## src/rtl/pif_led_sequencer.sv

```systemverilog
`default_nettype none
// ============================================================================
// Module   : pif_led_sequencer
// Purpose  : Multi-channel LED sequencer (OFF/ON/BLINK/BREATHE) on a shared tick.
// Revision : 1.0  initial release
// ============================================================================
module pif_led_sequencer #(
   parameter int CHANNELS   = 3,
   parameter int B          = 5,
   parameter int TICK_DIV   = 177333,
   parameter int ACTIVE_LOW = 1,
   localparam int CW        = (CHANNELS > 1) ? $clog2(CHANNELS) : 1
) (
   input  logic                Clk,
   input  logic                Rst,
   input  logic                WrEn,
   input  logic [CW-1:0]       WrChan,
   input  logic [1:0]          WrMode,
   input  logic [B:0]          WrPhase,
   output logic [CHANNELS-1:0] Led,
   output logic                Tick
);

   localparam int                c_PW           = $clog2(TICK_DIV);
   localparam logic [c_PW-1:0]   c_RELOAD       = c_PW'(TICK_DIV - 1);
   localparam logic              c_DARK         = (ACTIVE_LOW != 0);
   localparam logic [1:0]        c_MODE_OFF     = 2'd0;
   localparam logic [1:0]        c_MODE_ON      = 2'd1;
   localparam logic [1:0]        c_MODE_BLINK   = 2'd2;
   localparam logic [1:0]        c_MODE_BREATHE = 2'd3;

   logic [c_PW-1:0]     r_cnt;
   logic                r_tick;
   logic [CHANNELS-1:0] w_on;

   always_ff @(posedge Clk or posedge Rst) begin
      if (Rst) begin
         r_cnt  <= c_RELOAD;
         r_tick <= 1'b0;
      end else if (r_cnt == '0) begin
         r_cnt  <= c_RELOAD;
         r_tick <= 1'b1;
      end else begin
         r_cnt  <= r_cnt - c_PW'(1);
         r_tick <= 1'b0;
      end
   end

   assign Tick = r_tick;

   for (genvar ch = 0; ch < CHANNELS; ch++) begin : g_chan
      logic [1:0]   r_mode;
      logic [B:0]   r_lvl;
      logic [B:0]   r_acc;
      logic [B-1:0] w_duty;
      logic         w_sel;

      assign w_sel  = WrEn && (WrChan == CW'(ch));
      // Folding the upper half of the ramp gives a 0..max..0 triangle.
      assign w_duty = r_lvl[B] ? ~r_lvl[B-1:0] : r_lvl[B-1:0];

      // A write on this channel takes priority over a coincident tick.
      always_ff @(posedge Clk or posedge Rst) begin
         if (Rst) begin
            r_mode <= c_MODE_OFF;
            r_lvl  <= '0;
            r_acc  <= '0;
         end else if (w_sel) begin
            r_mode <= WrMode;
            r_lvl  <= WrPhase;
            r_acc  <= '0;
         end else if (r_tick) begin
            r_lvl  <= r_lvl + (B+1)'(1);
            r_acc  <= '0;
         end else begin
            r_acc  <= {1'b0, r_acc[B-1:0]} + {1'b0, w_duty};
         end
      end

      assign w_on[ch] = ((r_mode == c_MODE_ON))
                      | ((r_mode == c_MODE_BLINK)   & ~r_lvl[B])
                      | ((r_mode == c_MODE_BREATHE) &  r_acc[B]);
   end

   always_ff @(posedge Clk or posedge Rst) begin
      if (Rst) begin
         Led <= {CHANNELS{c_DARK}};
      end else begin
         Led <= w_on ^ {CHANNELS{c_DARK}};
      end
   end

endmodule
`default_nettype wire

```

## config.mk

```make
export PLATFORM = sky130hd
export DESIGN_NAME = pif_led_sequencer
export DESIGN_NICKNAME = d
export VERILOG_FILES = /design/src/rtl/pif_led_sequencer.sv
export SDC_FILE = /design/constraint.sdc
export NUM_CORES = 1
export LEC_CHECK = 0
export CORE_MARGIN = 2
export CORE_UTILIZATION = 63
export CTS_CLUSTER_DIAMETER = 80
export DETAILED_ROUTE_END_ITERATION = 8
export PLACE_DENSITY = 0.82
export SETUP_SLACK_MARGIN = 0.3
export SLEW_MARGIN = 40
export SYNTH_ARGS = -nofsm -noshare
export SYNTH_HDL_FRONTEND = slang
export SYNTH_SLANG_ARGS = --single-unit
```

## constraint.sdc

```tcl
create_clock -name Clk -period 3.07 [get_ports Clk]
set_input_delay 0.307 -clock Clk [delete_from_list [all_inputs] [get_ports Clk]]
set_output_delay 0.307 -clock Clk [all_outputs]
set_load 0.02 [all_outputs]
```

---- Yosys cells after proc, flatten, opt, wreduce, memory -nomap -nowiden ----
Cells that the tools add are included.
word-level totals
  register bits ........................... 64
  input bits .............................. 13
  output and inout bits ................... 4
  word-level logic and storage cells ...... 74
operators by class
  add/subtract/negate cells ............... 7
  equal/unequal tests ..................... 11
  multiplexer cells ....................... 17
  bitwise gates (word level) .............. 19
  reductions and logical operators ........ 8
operators with widths
  operator               count
  $mux 6                 12
  $add 5x5->6            3
  $add 6x1->6 const B    3
  $logic_not 18->1       1
  $mux 18                1
  $sub 18x1->18 const B  1
  $mux 5                 3
  $not 5->5              3
  $eq 2x2->1 const B     7
  $eq 2x1->1 const B     4
  $and 1x1->1            6
  $or 1x1->1             6
  $reduce_bool 2->1      3
  $logic_and 1x1->1      3
  $not 1->1              3
  $not 3->3              1
  $logic_not 2->1        1
  $mux 1                 1

---- Depth between registers and ports, before layout ----
Gate-level depths: netlist of run 1.
  depth in word-level cells ............... 5
  gate-level depth with buffers ........... 9
  mapped depth without buffers ............ 8

---- Least setup slack after synthesis of run 1 ----
Ideal clock, no wire load.
  path type ............................... flip-flop to flip-flop
  start ................................... register g_chan[0].r_lvl[5]
  end ..................................... register g_chan[0].r_acc[4]
  library setup time ...................... 0.128 ns
  data arrival time ....................... 1.788 ns
  required time ........................... 2.942 ns
  slack ................................... 1.153 ns
  stages on the path, launching flop included .. 10
  cell sequence ........................... dfrtp_1 clkbuf_1 xor2_1 ha_1 inv_1 fa_1 nor2b_1 o21ai_0 a21boi_0 nor3_1
between the ends
  longest elaborated chain between the ends .. 4
RTL lines
  what                    RTL line  source
  start, declared         53        logic [B:0] r_lvl;
  start signal, assigned  70        r_lvl <= WrPhase;
  start signal, assigned  73        r_lvl <= r_lvl + (B+1)'(1);
  $mux 5                  60        assign w_duty = r_lvl[B] ? ~r_lvl[B-1:0] : r_lvl[B-1:0];
  $add 5x5->6             76        r_acc <= {1'b0, r_acc[B-1:0]} + {1'b0, w_duty};
  $mux 6                  72        end else if (r_tick) begin
  $mux 6                  68        end else if (w_sel) begin
  end signal, assigned    76
  end, declared           54        logic [B:0] r_acc;
Every way passes these cells.
A chain may end at the register's enable or synchronous reset.

---- Worst setup path in the final report of run 1 ----
  start ................................... register r_tick (netlist: Tick)
  end ..................................... output port Tick
RTL lines
  what                    RTL line  source
  start, declared         33        logic r_tick;
  start signal, assigned  39        r_tick <= 1'b0;
  start signal, assigned  42        r_tick <= 1'b1;
  start signal, assigned  45        r_tick <= 1'b0;
  end, declared           21        output logic Tick
No word-level cell between the ends.

==> key figures, run 1 <==
Status
  – Run status: finished clean

STA
  – Final setup violation count: 0
  – Slew at the pin closest to its max-slew limit: a little over 0.7 ns
  – Shortest period the worst path allows: approximately 2.2 ns
  – Post-Route Hold Slack: between 0.2 and 0.25 ns
  – Fin. max-slew vios: 0
  – Rel. slew slack: between 50% and 60%
  – Skew final: approximately 0.0092 ns
  – Maximum achievable frequency: between 400 and 500 MHz
  – Setup_tns: 0 ns
  – Final critical-path share of the clock period: roughly 70%
  – RSZ-0062 raised after global routing: no
  – Final number of hold-violating endpoints: 0

Synthesis
  – Post-Synthesis Mean Instance Area: 10.2 um2
  – Most repeated cell in the gate-level netlist after synthesis: dfrtp_1
  – Flop and latch count out of synthesis: 64
  – Distinct cells, synth: 41
  – Library cell occupying the most area in the post-synthesis netlist: dfrtp_1
  – Share of Yosys cell area claimed by the top area cell type: around two fifths
  – Register area share after synthesis: between 40% and 50%
  – Biggest area contributors in the synthesized netlist: dfrtp_1 (38%), dfstp_2 (9.3%), xor2_1 (7.5%), ha_1 (7.0%), nor2_1 (4.5%)
  – Share of synthesized registers carrying an async set or reset: between 90% and 100%
  – Leading post-synthesis cells by instance count: dfrtp_1 (52), nor2_1 (41), xor2_1 (29), inv_1 (26), ha_1 (19)
  – Number of synthesized flops with an enable pin: 0
  – Net count of the mapped netlist: roughly 370
  – Netlist area before placement: about 0.0034 mm2
  – Flip-flop cell with the highest count after synthesis: dfrtp_1
  – Count of warnings emitted by yosys: 0
  – Post-Syn Instances: 334

Critical path
  – Worst path max stage delay: slightly above 0.8 ns
  – Top Family by Delay on Critical Path: flip-flops
  – Worst path buffer plus inverter count: 1
  – Largest driver fanout on the critical path: 19
  – Cells along the critical path: clkdlybuf4s50_1
  – Crit path arrival time: ~1.9 ns
  – Worst setup path class: flip-flop to output pin
  – Critical Path RT: approximately 2.8 ns
  – Kind of launch point of the worst setup path: flip-flop
  – Kind of end point of the critical path: output pin
  – CP max stage cell: dfrtp_1

Cells and area
  – Nets: about 400
  – Signed area change from the synthesized netlist to the final layout: 13.2%
  – Filler cell count in the final layout: between 300 and 400
  – Share of post-route cells with drive strength above 1: 12.3%
  – Diodes inserted: 0

Routing
  – Post-route ant nets: 0
  – Post-Route WL: between 6000 and 7000 um
  – Vias per Instance: 5.50
  – DRT Pass-1 Iters: 4
  – Routed wire length per instance: ~14 um
  – Routed vias: about 2,400
  – First-iteration detailed-routing DRC count: 150
  – Number of DRC violations after detailed routing: 0

CTS
  – Post-cts resize count: 0
  – Buffers inserted by post-CTS timing repair: 0
  – Total number of H-tree levels: 3
  – Post-CTS clock slew at the launch and capture registers of the worst setup and hold paths: roughly 0.080 ns
  – Clock insertion delay at the later pin of the skew report: around 0.35 ns
  – Hold_buf cts: 0
  – Largest buffer count on any clock path: 2
  – CTS sink count: 64
  – CTS Root Buffer Type: clkbuf_8
  – Clock tree from TritonCTS: done
  – Num CTS Buffers: 9

Die
  – CORE AREA: between 0.005 and 0.006 mm2
  – Die area: 0.00601 mm2
  – Top-level I/O count: 17
  – Total number of placement rows: 26
  – Effective utilization at floorplan: about two thirds
  – Die W: between 70 and 80 um
  – Die outline height: around 78 um

Power
  – Power density normalized to cell area: ~780 mW/mm2
  – Cell leakage power: about 0.0017 uW
  – Total design power: ~3000 uW
  – Largest vdd supply drop: roughly 0.48 mV

GRT
  – Largest net degree at the start of global routing: 28
  – Remaining global-route overflow: 0
  – Initial antenna violation count: 0
  – Global-route wire length before repair: between 10,000 and 15,000 um
  – All-layer global routing usage: 23.4%
  – Via count of the first global-routing pass: about 2,500

Place
  – Dpl hpwl: roughly 4300 um
  – Final weighted congestion of routability-driven global placement: ~0.85
  – Number of buffers added on ports: 16

Worst hold path
  – Class of the most critical hold timing path: primary input to asynchronous set/reset pin

Job
  – Maximum capacitance violations: 0
==> power breakdown <==
part           total (uW)  internal (uW)  leakage, uW  switching, uW
sequential           1180           1050     0.000760            123
clock                 799            458     0.000110            341
combinational        1020            502     0.000805            519
total                3000           2010      0.00167            983
==> layout make-up <==
| class | count | area (um2) | area share, % |
|---|---|---|---|
| Multi-Input combinational cell | 234 | 1650 | 42.8 |
| Sequential cell | 64 | 1620 | 42.0 |
| Timing Repair Buffer | 19 | 183 | 4.74 |
| Clock buffer | 9 | 124 | 3.22 |
| Inverter | 26 | 97.6 | 2.53 |
| Clock inverter | 7 | 95.1 | 2.47 |
| Tap cell | 70 | 87.6 | 2.27 |
==> layout by cell type, fill, tap and decap left out, types with 4 or more instances in the layout <==
master           count
nor2b_1              7
nand2_1             17
clkbuf_8             9
clkdlybuf4s50_1     16
o31a_1               4
dfstp_2             12
mux2_2               6
xor2_1              29
nor3_1              12
o21ai_0             17
a21oi_1             15
dfrtp_1             52
inv_1               25
nor3b_1              7
nor2_1              41
xnor2_1             14
ha_1                19
nand4_1              7
==> layer usage <==
| layer | vias up | global-route usage, % | share of wire, % |
|---|---|---|---|
| met1 | 1151 | 30.9 | 47 |
| met4 | 0 | 9.64 | 0.98 |
| met5 | - | 0 | 0 |
| li1 | 1163 | - | - |
| met2 | 32 | 38.4 | 49 |
| met3 | 13 | 4.07 | 3.5 |
==> registers in the layout (all words and copies together) (netlist names) <==
| name | flops |
|---|---|
| g_chan.r_acc | 18 |
| g_chan.r_lvl | 18 |
| r_cnt | 18 |
| g_chan.r_mode | 6 |
| Led | 3 |
| Tick | 1 |
==> logic make-up (layout without fill, tap and decap cells) <==
group           after synthesis  after routing  synth area share [%]
flops                        64             64                  47.5
fa+ha+maj                    22             22                  8.75
compound gates               47             47                  8.09
buf+inv                      36             61                  4.08
xor+xnor                     43             43                  11.1
simple gates                113            113                  17.7
mux                           9              9                  2.87
==> worst paths after layout <==
check / start / endpoint / slack, ns / cells after the start
max in group asynchronous: Rst / Led[0] / 2.15 / 3
min in group Clk: g_chan[1].r_acc[5] / Led[1] / 0.48 / 2
worst min register to register: g_chan[1].r_acc[5] / Led[1] / 0.48 / 2
worst max-delay path: Tick / Tick / 0.89 / 1
worst min-delay path: Rst / g_chan[2].r_lvl[1] / 0.22 / 2
worst max register to register: r_cnt[14] / r_cnt[8] / 1.01 / 4
==> per-stage QoR <==
stage	worst slack (ns)	cells	util [%]	instance area (um2)
6_report	0.886	429	74.5	3850
5_1_grt	0.790	429	74.5	3850
3_5_place_dp	0.994	413	70.2	3630
4_1_cts	0.884	429	74.5	3850
3_3_place_gp	1.01	413	70.2	3630
2_1_floorplan	1.15	334	-	3400
No activity file was read; power rests on OpenSTA's default activity.
==> run 2, diff against run 1 <==
--- a/config.mk
+++ b/config.mk
@@ -6,10 +6,10 @@
 export NUM_CORES = 1
 export LEC_CHECK = 0
 export CORE_MARGIN = 2
-export CORE_UTILIZATION = 63
+export CORE_UTILIZATION = 54
 export CTS_CLUSTER_DIAMETER = 80
 export DETAILED_ROUTE_END_ITERATION = 8
-export PLACE_DENSITY = 0.82
+export PLACE_DENSITY = 0.75
 export SETUP_SLACK_MARGIN = 0.3
 export SLEW_MARGIN = 40
 export SYNTH_ARGS = -nofsm -noshare
==> constraint.sdc (replaced) <==
create_clock -name Clk -period 2 [get_ports Clk]
set_input_delay 0.2 -clock Clk [delete_from_list [all_inputs] [get_ports Clk]]
set_output_delay 0.2 -clock Clk [all_outputs]
set_load 0.02 [all_outputs]
==> run 2 against run 1 <==
Against the previous run: combinational power rose by 120%; largest cell class unchanged; flip-flop and latch count did not move; worst setup slack got worse by 0.85 ns; highest routed layer unchanged; final cell count rose by 9.6%; total power rose by 76%; worst hold slack improved by 0.064 ns; non-clock buffer count rose by 36; clock skew rose by 0.011 ns; wire length rose by 9.0%.
==> key figures, run 2 (synthesized netlist as in run 1, its figures left out) <==
Critical path
  – Critical Path RT: between 2 and 2.5 ns
  – R2R cell count: 4
  – Critical register-to-register path startpoint: r_cnt[8]
  – Worst setup path class: flip-flop to flip-flop
  – Capture point of the worst reg-to-reg path: r_cnt[13]
  – Crit path arrival time: approximately 2.2 ns
  – CP max stage cell: or4_4
  – Flop2flop setup slack: ~0.038 ns
  – Largest driver fanout on the critical path: 3
  – Kind of end point of the critical path: flip-flop
  – Most Frequent Cell on Critical Path: or4_4
  – Cells along the critical path: or4_4 -> or4_4 -> o21ai_2 -> or3b_1
  – Worst path max stage delay: 0.54 ns
  – Kind of launch point of the worst setup path: flip-flop

Cells and area
  – Filler cell count in the final layout: around 430
  – Diodes inserted: 0
  – Final Instance Area: between 0.004 and 0.005 mm2
  – Nets: about 430
  – Multi-input logic area: 0.00182 mm2
  – Layout Cells excl Fill: between 400 and 500
  – Registers with the most flip-flops: g_chan.r_acc x18, g_chan.r_lvl x18, r_cnt x18
  – Commonest cells after routing, fill and taps aside: dfrtp_1 (48), nor2_1 (41), buf_4 (29)
  – Flip-flop and latch area: between 0.0015 and 0.002 mm2
  – Share of post-route cells with drive strength above 1: a little under 30%
  – Most common cell after layout, fill and taps aside: dfrtp_1
  – Signed area change from the synthesized netlist to the final layout: 28.2%

GRT
  – Grt met2 use: 30.6%
  – All-layer global routing usage: 20.3%
  – Layer carrying the most global-route usage: met2
  – Global-route wire length before repair: 11,300 um
  – Via count of the first global-routing pass: 2,534
  – Largest net degree at the start of global routing: 65
  – Met1 track demand over resource: between 20% and 30%
  – Met3 usage in global routing: about 5.6%
  – Remaining global-route overflow: 0
  – Initial antenna violation count: 0

STA
  – RSZ-0062 raised after global routing: yes
  – Post-Route Hold Slack: ~0.28 ns
  – Setup_tns: 0 ns
  – Final critical-path share of the clock period: between 90% and 100%
  – Skew final: 0.0201 ns
  – Shortest period the worst path allows: slightly below 2 ns
  – Maximum achievable frequency: approximately 500 MHz
  – Final setup violation count: 0
  – Slew at the pin closest to its max-slew limit: 0.451 ns
  – Final number of hold-violating endpoints: 0
  – Fin. max-slew vios: 0
  – Rel. slew slack: around 70%

Routing
  – Routed vias: about 2,500
  – Routed wire length per instance: 14.4 um
  – Post-Route WL: approximately 6800 um
  – Vias per Instance: 5.36
  – Number of DRC violations after detailed routing: 0
  – DRT Pass-1 Iters: 4
  – First-iteration detailed-routing DRC count: 120
  – Post-route ant nets: 0

Place
  – Dpl hpwl: ~4200 um
  – Number of buffers added on ports: 16
  – Total placed instance area: roughly 0.0038 mm2
  – Cell Count Post-Placement: around 430
  – Final weighted congestion of routability-driven global placement: around 0.8

Die
  – Die area: between 0.006 and 0.007 mm2
  – Top-level I/O count: 17
  – Die W: 83.4 um
  – Effective utilization at floorplan: between 50% and 60%
  – Die outline height: between 80 and 90 um
  – Total number of placement rows: 28
  – CORE AREA: around 0.0060 mm2

CTS
  – CTS sink count: between 60 and 70
  – CTS Root Buffer Type: clkbuf_8
  – Hold_buf cts: 0
  – Largest buffer count on any clock path: 2
  – Clock insertion delay at the later pin of the skew report: ~0.35 ns
  – Post-CTS clock slew at the launch and capture registers of the worst setup and hold paths: approximately 0.07 ns
  – Total number of H-tree levels: 3
  – Num CTS Buffers: 9
  – Clock tree from TritonCTS: done

Status
  – Run status: finished clean

Power
  – Cell leakage power: approximately 0.0019 uW
  – Power density normalized to cell area: between 1000 and 1500 mW/mm2
  – Largest vdd supply drop: roughly 0.9 mV

Job
  – Maximum capacitance violations: 0

Worst hold path
  – Class of the most critical hold timing path: primary input to asynchronous set/reset pin
==> run 2: cell count changes in the layout (fill, tap and decap cells not counted), sizes merged <==
cell,previous run,this run
buf,3,39
clkbuf,9,13
clkinv,3,1
inv,27,25
==> run 2: critical path: cells and delay by family (launching register included) <==
kind	cells	cell delay, ns
compound gates	1	0.12
simple gates	3	1.34
flops	1	0.41
==> run 2: what timing repair did <==
item	in CTS	in global routing
setup endpoints to repair	19	28
resized for setup	10	42
pin swaps	9	19
setup buffers	14	12
==> run 2: through the flow <==
step	setup WS, ns	power, uW	utilization, %
after floorplan	0.134	3060	-
after detailed placement	0.0310	3400	62.8
final	0.0383	5280	72.9
after CTS	0.0512	4820	68.6
after global routing	-0.0103	5650	72.9
after global placement	0.100	3320	62.8
==> run 2: power by group <==
part           total, uW  leakage (uW)  internal (uW)  switching (uW)
Sequential          1790      0.000756           1620             168
Combinational       2220       0.00102           1190            1040
Clock               1270      0.000114            770             499
==> run 2: how the worst max path moves through the flow <==
stage,start,endpoint,slack [ns]
final,r_cnt[8],r_cnt[13],0.04
after global placement,r_cnt[8],r_cnt[13],0.10
after floorplan,r_cnt[8],r_cnt[13],0.13
after CTS,r_cnt[8],r_cnt[13],0.05
after detailed placement,r_cnt[8],r_cnt[13],0.03
after global routing,g_chan[0].r_lvl[5],g_chan[0].r_acc[4],-0.01
==> run 2: cell type report <==
class                           count  area share [%]
Clock buffer                       13            3.64
Clock inverter                      3            1.49
Inverter                           26            2.32
Multi-Input combinational cell    234            41.6
Sequential cell                    64            37.1
Tap cell                           75            2.15
Timing Repair Buffer               55            11.6
==> run 2: routing by layer <==
metal  vias up  part of all wire [%]  routed length, um
met3        20                   3.2                219
met2        40                    47               3180
met1      1224                    47               3180
met5         -                     0                  0
met4         0                   2.7                181
li1       1235                     -                  -
==> run 3, diff against run 2 <==
--- a/config.mk
+++ b/config.mk
@@ -5,12 +5,12 @@
 export SDC_FILE = /design/constraint.sdc
 export NUM_CORES = 1
 export LEC_CHECK = 0
-export CORE_MARGIN = 2
-export CORE_UTILIZATION = 54
+export CORE_UTILIZATION = 50
 export CTS_CLUSTER_DIAMETER = 80
 export DETAILED_ROUTE_END_ITERATION = 8
-export PLACE_DENSITY = 0.75
+export PLACE_DENSITY = 0.7
 export SETUP_SLACK_MARGIN = 0.3
+export SKIP_CTS_REPAIR_TIMING = 1
 export SLEW_MARGIN = 40
 export SYNTH_ARGS = -nofsm -noshare
 export SYNTH_HDL_FRONTEND = slang
==> run 3 against run 2 <==
Against the previous run: the run now ends with DRC left; clock power about the same; total power shrank 6.4%; highest routed layer unchanged; critical path type unchanged; register-to-register slack better by 0.08 ns; sequential share of layout area rose by 1.4 points; largest cell class unchanged; critical endpoint unchanged; clock-buffer cell count rose by 1; first-iteration DRC count down 17%; via count down 3.3%; cell area decreased by 3.7%; global-route usage is 0.31 points lower; combinational power is 15% lower; final cell count decreased by 1.7%; flip-flop and latch count unchanged; largest power group unchanged.
==> key figures, run 3 (synthesized netlist as in run 1, its figures left out) <==
STA
  – Maximum achievable frequency: approximately 530 MHz
  – Slew at the pin closest to its max-slew limit: approximately 0.38 ns
  – Rel. slew slack: between 70% and 80%
  – RSZ-0062 raised after global routing: yes
  – Final critical-path share of the clock period: a little over nine tenths
  – Skew final: about 0.009 ns
  – Final setup violation count: 0
  – Final number of hold-violating endpoints: 0
  – Shortest period the worst path allows: roughly 1.9 ns
  – Setup_tns: 0 ns
  – Fin. max-slew vios: 0

Critical path
  – Largest driver fanout on the critical path: 3
  – Cells along the critical path: or4_4 -> or4_4 -> o21ai_2 -> or3b_1
  – Most Frequent Cell on Critical Path: or4_4
  – CP max stage cell: or4_4
  – Worst path max stage delay: 0.52 ns
  – Crit path arrival time: 2.14 ns
  – Critical Path RT: 2.26 ns
  – Kind of launch point of the worst setup path: flip-flop
  – Kind of end point of the critical path: flip-flop
  – Critical register-to-register path startpoint: r_cnt[9]
  – Worst setup path startpoint: r_cnt[9]
  – Worst setup path class: flip-flop to flip-flop

Place
  – Dpl hpwl: 4460 um
  – Final weighted congestion of routability-driven global placement: around 0.77
  – Number of buffers added on ports: 16
  – Total placed instance area: around 0.0038 mm2

Cells and area
  – Share of post-route cells with drive strength above 1: between 20% and 30%
  – Nets: 415
  – Final Instance Area: roughly 0.0042 mm2
  – Diodes inserted: 0
  – Filler cell count in the final layout: around 520
  – Signed area change from the synthesized netlist to the final layout: 23.5%
  – Registers with the most flip-flops: g_chan.r_acc x18, g_chan.r_lvl x18, r_cnt x18
  – Most common cell after layout, fill and taps aside: dfrtp_1
  – Commonest cells after routing, fill and taps aside: dfrtp_1 (50), nor2_1 (41), xor2_1 (28)

CTS
  – CTS sink count: 64
  – Total number of H-tree levels: 3
  – Num CTS Buffers: 9
  – Clock tree from TritonCTS: done
  – Post-CTS clock slew at the launch and capture registers of the worst setup and hold paths: approximately 0.07 ns
  – Clock insertion delay at the later pin of the skew report: 0.34 ns
  – Largest buffer count on any clock path: 2
  – CTS Root Buffer Type: clkbuf_8

GRT
  – Global-route wire length before repair: ~11,000 um
  – Initial antenna violation count: 0
  – Via count of the first global-routing pass: 2,475
  – All-layer global routing usage: between 10% and 20%
  – Remaining global-route overflow: 0
  – Largest net degree at the start of global routing: 35

Power
  – Cell leakage power: 0.00182 uW
  – Power density normalized to cell area: between 1000 and 1500 mW/mm2
  – Largest vdd supply drop: 0.589 mV

Status
  – Violated checks: DRC
  – Run status: finished, violations left

Die
  – Die area: between 0.007 and 0.008 mm2
  – Top-level I/O count: 17
  – Die outline height: 84.5 um
  – Total number of placement rows: 29
  – Effective utilization at floorplan: 52.7%
  – CORE AREA: 0.00646 mm2
  – Die W: 84.5 um

Routing
  – Routed vias: 2,436
  – Routed wire length per instance: between 10 and 15 um
  – Vias per Instance: 5.27
  – Post-Route WL: about 6400 um
  – DRT Pass-1 Iters: 7
  – First-iteration detailed-routing DRC count: 100
  – Post-route ant nets: 0
  – Number of DRC violations after detailed routing: 6

Job
  – Maximum capacitance violations: 0

Worst hold path
  – Class of the most critical hold timing path: primary input to asynchronous set/reset pin
[run 3: changes by cell type in the layout (fill, tap and decap cells not counted), moves of 3 or more]
cell    previous run  this run
buf_6              8         1
nor3_1             7        12
inv_1             20        24
inv_2              5         1
nor3_2             4         0
xor2_1            25        28
[run 3: metrics by stage]
stage | utilization [%] | instances | power [uW] | hold slack, ns | setup slack (ns)
6_report | 65.1 | 462 | 4940 | 0.180 | 0.115
5_1_grt | 65.1 | 462 | 5340 | 0.198 | 0.0308
4_1_cts | 61.8 | 447 | 4750 | 0.175 | 0.0740
3_5_place_dp | 58.2 | 431 | 3430 | 0.472 | 0.0841
3_3_place_gp | 58.2 | 431 | 3340 | 0.463 | 0.104
2_1_floorplan | - | 334 | 3060 | 0.317 | 0.134
[run 3: path summary, 6_finish.rpt]
kind	slack, ns	to	cells after the start
max in group asynchronous	1.23	Led[0]	3
hold / removal	0.18	r_cnt[3]	2
min in group Clk	0.48	Led[0]	2
hold reg to reg	0.48	Led[0]	2
setup reg to reg	0.11	r_cnt[13]	4
setup / recovery	0.11	r_cnt[13]	4
[run 3: per-layer routing]
| layer | global-route usage [%] | share of wire [%] |
|---|---|---|
| met4 | 9.71 | 1.4 |
| met5 | 0 | 0 |
| met2 | 33.2 | 48 |
| met3 | 3.24 | 2.6 |
| met1 | 25.5 | 48 |
[run 3: area by class of cell]
class	count	area [um2]	share of cell area, %
Multi-Input combinational cell	234	1760	41.9
Clock buffer	14	173	4.11
Sequential cell	64	1620	38.5
Inverter	26	101	2.41
Tap cell	77	96.3	2.29
Timing Repair Buffer	45	394	9.37
Clock inverter	2	60.1	1.43
[run 3: worst max-delay path, delay by kind of cell (launching register included)]
family	cells	cell delay (ns)
simple gates	3	1.29
compound gates	1	0.11
flops	1	0.40
[run 3: report_power, final]
part / total (uW) / switching (uW) / internal [uW]
clock: 1290 / 483 / 806
combinational: 1880 / 917 / 960
sequential: 1780 / 161 / 1620
